[src/rtl/mips_pkg.sv]
// Shared types for the multicycle MIPS memory path: sequencer FSM encoding and timeout defaults.
package mips_pkg;

    typedef enum logic [1:0] {
        ST_IDLE = 2'b00,
        ST_REQ  = 2'b01,
        ST_DONE = 2'b10
    } mseq_state_t;

    localparam int DEF_TIMEOUT_CYCLES = 64;
    localparam int TMO_CNT_W          = 8;

endpackage

[src/rtl/wait_timer.sv]
// Bus wait counter: expired is asserted on the LIMIT-th consecutive enabled cycle after a clear.
// Latency: combinational expired from the registered count; no backpressure.
module wait_timer
    import mips_pkg::*;
#(
    parameter int LIMIT = DEF_TIMEOUT_CYCLES
) (
    input  logic cclk,
    input  logic rst,
    input  logic clear,
    input  logic enable,
    output logic expired
);

    logic [TMO_CNT_W-1:0] cnt;

    always_ff @(posedge cclk or posedge rst) begin
        if (rst) begin
            cnt <= '0;
        end else if (clear) begin
            cnt <= '0;
        end else if (enable) begin
            cnt <= cnt + TMO_CNT_W'(1);
        end
    end

    // Fires during the last allowed wait cycle so the FSM leaves REQ on that edge.
    assign expired = enable && (cnt == TMO_CNT_W'(LIMIT - 1));

endmodule

[src/rtl/mem_sequencer.sv]
// Memory sequencer between the multicycle control unit and an ack-based memory bus (IDLE/REQ/DONE).
// Latency: strobe cycle -> DONE in 2 cycles with same-cycle ack, +1 per bus wait cycle.
// Backpressure: Stall holds the control unit until DONE; optional REQ timeout under MEM_TIMEOUT_EN.
module mem_sequencer
    import mips_pkg::*;
#(
    parameter int TIMEOUT_CYCLES = DEF_TIMEOUT_CYCLES
) (
    input  logic        cclk,
    input  logic        rst,
    input  logic        MemRead,
    input  logic        MemWrite,
    input  logic        IrWrite,
    input  logic [31:0] Addr,
    input  logic [31:0] WrData,
    output logic        Stall,
    output logic [31:0] Instr,
    output logic [31:0] MemData,
    output logic        bus_req,
    output logic        bus_we,
    output logic [31:0] bus_addr,
    output logic [31:0] bus_wdata,
    input  logic [31:0] bus_rdata,
    input  logic        bus_ack,
    input  logic        bus_err,
    output logic        Err
);

    mseq_state_t state;
    logic        lat_ir;
    logic        tmo_expired;

    if (TIMEOUT_CYCLES < 1 || TIMEOUT_CYCLES > 255) begin : g_bad_timeout
        $error("mem_sequencer: TIMEOUT_CYCLES must be 1..255");
    end

`ifdef MEM_TIMEOUT_EN
    wait_timer #(
        .LIMIT(TIMEOUT_CYCLES)
    ) u_wait_timer (
        .cclk   (cclk),
        .rst    (rst),
        .clear  (state != ST_REQ),
        .enable ((state == ST_REQ) && !bus_ack),
        .expired(tmo_expired)
    );
`else
    assign tmo_expired = 1'b0;
`endif

    // Combinational so the strobe cycle itself is already frozen.
    assign Stall = ((state == ST_IDLE) && (MemRead || MemWrite)) || (state == ST_REQ);

    always_ff @(posedge cclk or posedge rst) begin
        if (rst) begin
            state     <= ST_IDLE;
            bus_req   <= 1'b0;
            bus_we    <= 1'b0;
            bus_addr  <= '0;
            bus_wdata <= '0;
            lat_ir    <= 1'b0;
            Instr     <= '0;
            MemData   <= '0;
            Err       <= 1'b0;
        end else begin
            case (state)
                ST_IDLE: begin
                    if (MemRead && MemWrite) begin
                        Err   <= 1'b1;
                        state <= ST_DONE;
                    end else if (MemRead || MemWrite) begin
                        if (Addr[1:0] == 2'b00) begin
                            bus_addr  <= Addr;
                            bus_wdata <= WrData;
                            bus_we    <= MemWrite;
                            lat_ir    <= IrWrite;
                            bus_req   <= 1'b1;
                            state     <= ST_REQ;
                        end else begin
                            Err   <= 1'b1;
                            state <= ST_DONE;
                        end
                    end
                end
                ST_REQ: begin
                    if (bus_ack) begin
                        bus_req <= 1'b0;
                        state   <= ST_DONE;
                        if (bus_err) begin
                            Err <= 1'b1;
                        end else if (!bus_we) begin
                            MemData <= bus_rdata;
                            if (lat_ir) begin
                                Instr <= bus_rdata;
                            end
                        end
                    end else if (tmo_expired) begin
                        Err     <= 1'b1;
                        bus_req <= 1'b0;
                        state   <= ST_DONE;
                    end
                end
                ST_DONE: begin
                    state <= ST_IDLE;
                end
                default: begin
                    bus_req <= 1'b0;
                    state   <= ST_IDLE;
                end
            endcase
        end
    end

endmodule

[config.mk]
export PLATFORM = sky130hd
export DESIGN_NAME = mem_sequencer
export DESIGN_NICKNAME = d
export VERILOG_FILES = /design/src/rtl/mips_pkg.sv /design/src/rtl/wait_timer.sv /design/src/rtl/mem_sequencer.sv
export SDC_FILE = /design/constraint.sdc
export NUM_CORES = 1
export LEC_CHECK = 0
export CORE_UTILIZATION = 38
export DETAILED_ROUTE_END_ITERATION = 8
export PLACE_DENSITY = 0.78
export SYNTH_ARGS = -nofsm -noshare
export SYNTH_HDL_FRONTEND = slang
export SYNTH_SLANG_ARGS = --single-unit
export TNS_END_PERCENT = 5
[constraint.sdc]
create_clock -name cclk -period 4.2 [get_ports cclk]
set_input_delay 0.42 -clock cclk [delete_from_list [all_inputs] [get_ports cclk]]
set_output_delay 0.42 -clock cclk [all_outputs]
set_load 0.01 [all_outputs]
==> flow_summary.yaml <==
drt:
  avgRoutedWirePerCell_um: 17.2
  drtAntennaViolNets: 0
  vias_per_cell: 4.74
  dr_total_vias: 3449
  first_pass_iters: 4
  drt_iter0_drc: 84
  routed_wl_um: 12500
  drc: 0
synthesis:
  ys.flop_type: "dfrtp_1"
  synth-seq-cells: 134
  syn-num-nets: 401
  synthAdderAreaFrac: 0
  synthesis.area_um2: 5200
  yosys.area_share.simple: 0.0216
  synthMuxAreaShare: 0.302
  synth.distinct_cells: 25
  yosys.area_share.xor_xnor: 0.00168
  synth_top_family_by_area: "multiplexers"
  synth-compound-area-share: 0.0106
  syn_inst: 298
  seq_area_frac_synth: 0.645
  async_flop_share: 1.00
  synth-edff-count: 0
  avgSynthCellArea_um2: 17.5
  ys_warn_count: 0
cells_and_area:
  nNetsFinal: 643
  area_growth_pct: 58.3
  most-common-layout-cells: "clkdlybuf4s50_1 (234), dfrtp_1 (134), mux2_2 (87)"
  antenna_cells: 0
  layout-drive-gt1-share: 0.285
  layout_commonest_cell: "clkdlybuf4s50_1"
critical_path:
  critical_path.cell_chain: "clkdlybuf4s50_1, nor4_4, nand2_4, mux2_4"
  r2r-end: "MemData[23]$_DFFE_PP0P_"
  crit_path_max_incr_delay_ns: 0.61
  crit_arrival_ns: 2.49
  r2r_slack_ns: 2.01
  crit_slowest_cell: "nand2_4"
  critPathCaptureType: "flop"
  crit_path_start_kind: "input port"
  crit_family: "simple AND/OR/NAND/NOR gates"
  r2r-start: "state[1]$_DFFE_PP0P_"
  crit_type: "input port to flop"
  critPathBufInv: 1
  crit_required_ns: 4.49
  worstPathMaxFanout: 66
  reg2regPathDepth: 3
floorplanning:
  rows: 42
  ioPinCount: 235
  core_area_um2: 13300
  die_x_um: 119
  start_util: 0.391
  die-area_um2: 14200
  die_h_um: 119
status:
  status: "complete, no violations"
grt:
  grt.total_usage: 0.184
  grt_start_max_net_pins: 93
  grt_first_pass_wirelength_um: 19700
  grt_pass1_vias: 3819
  overflow: 0
  grt_antenna_before_repair: 0
flow_run:
  cap_viol_max_count: 0
cts:
  cts-hold-fix-buffers: 0
  root_buffer: "clkbuf_16"
  numCtsBuffers: 17
  htree_levels: 4
  clk_pin_slew_ns: 0.05
  clock_latency_ns: 0.41
  post-cts-setup-buffers: 0
  cts_tree: "built"
  cts_resized: 0
  cts_sinks: 134
  clock_path_buffers: 2
sta:
  timing.final.crit_share: 0.523
  hold_viol_final: 0
  tightest_slew_ns: 1.07
  slew_headroom: 0.287
  fmax_ghz: 0.455
  report.final.slew_viol_count: 0
  setup_viol: 0
  hold_slack_ns: 0.464
  skew_ns: 0.00773
  setup_tns_ns: 0
  fin_crit_ns: 2.20
  rsz0062_at_grt: "no"
worst_hold_path:
  hp-start: "Err$_DFFE_PP0P_"
  hp-class: "flop to flop"
  worstHoldPathCells: 1
  hold_path_end: "Err$_DFFE_PP0P_"
placed_design:
  dp_hpwl_um: 8900
  gp_congestion: 0.728
  io_buffers: 234
pwr:
  ir_drop_mv: 0.337
  leakage_nw: 3.75
  p_per_area_nw_per_um2: 655
  power_w: 0.00540
[registers in the layout, indices dropped and copies added, names as in the netlist]
register	cells
bus_req	1
Instr	32
lat_ir	1
bus_addr	32
bus_wdata	32
MemData	32
Err	1
state	2
bus_we	1
[through the flow]
step / utilization / std cells / instance area (um^2) / worst slack, ns
after floorplan: - / 298 / 5200 / 0.197
after detailed placement: 0.579 / 697 / 7690 / 1.54
after CTS: 0.620 / 727 / 8240 / 1.92
after global routing: 0.620 / 727 / 8240 / 1.85
after global placement: 0.579 / 697 / 7690 / 1.58
final: 0.620 / 727 / 8240 / 2.00
[worst max path at each step]
| stage | start | to | slack [ns] | cells after the start |
|---|---|---|---|---|
| floorplan | rst | Err$_DFFE_PP0P_ | 0.20 | 1 |
| global placement | bus_err | MemData[24]$_DFFE_PP0P_ | 1.58 | 4 |
| detailed placement | bus_err | MemData[24]$_DFFE_PP0P_ | 1.54 | 4 |
| CTS | state[1]$_DFFE_PP0P_ | MemData[23]$_DFFE_PP0P_ | 1.92 | 3 |
| global route | state[0]$_DFFE_PP0P_ | MemData[23]$_DFFE_PP0P_ | 1.85 | 3 |
| finish | Addr[0] | bus_addr[8]$_DFFE_PP0P_ | 2.00 | 4 |
[final cells by class]
| cell class | instances | area, um^2 |
|---|---|---|
| clock buffer | 26 | 499 |
| clock inverter | 4 | 45.0 |
| fill | 1018 | 5060 |
| inverter | 2 | 12.5 |
| multi-input combinational | 149 | 1750 |
| sequential | 134 | 3350 |
| tap | 176 | 220 |
| timing repair buffer | 236 | 2360 |
[kinds of logic after synthesis]
group / Yosys count
compound gates: 7
buf+inv: 15
mux: 127
flops: 134
xor+xnor: 1
simple gates: 14
[cell usage after synthesis (2+ instances only)]
master	count	area, um^2
mux2_1	3	33.8
a2111oi_0	2	17.5
and2_1	2	12.5
mux2_2	87	980
buf_2	8	40.0
nand2_1	2	7.51
dfrtp_1	134	3350
nor2_1	2	7.51
mux2_4	37	556
buf_6	5	56.3
inv_1	2	7.51
[report_power, final]
part | leakage (nW) | total (W) | switching, W | internal, W
Combinational | 1.79 | 0.00197 | 0.000652 | 0.00131
Clock | 0.270 | 0.00138 | 0.000511 | 0.000867
Sequential | 1.68 | 0.00205 | 0.000275 | 0.00178
[layer usage]
layer | vias up | wire length [um] | part of all wire | track usage
met5 | - | 0 | 0 | 0
met4 | 0 | 231 | 0.018 | 0.0783
met3 | 22 | 987 | 0.079 | 0.0757
met2 | 152 | 6510 | 0.52 | 0.320
met1 | 1735 | 4800 | 0.38 | 0.194
li1 | 1540 | - | - | -
(Power assumes the default switching activity.)
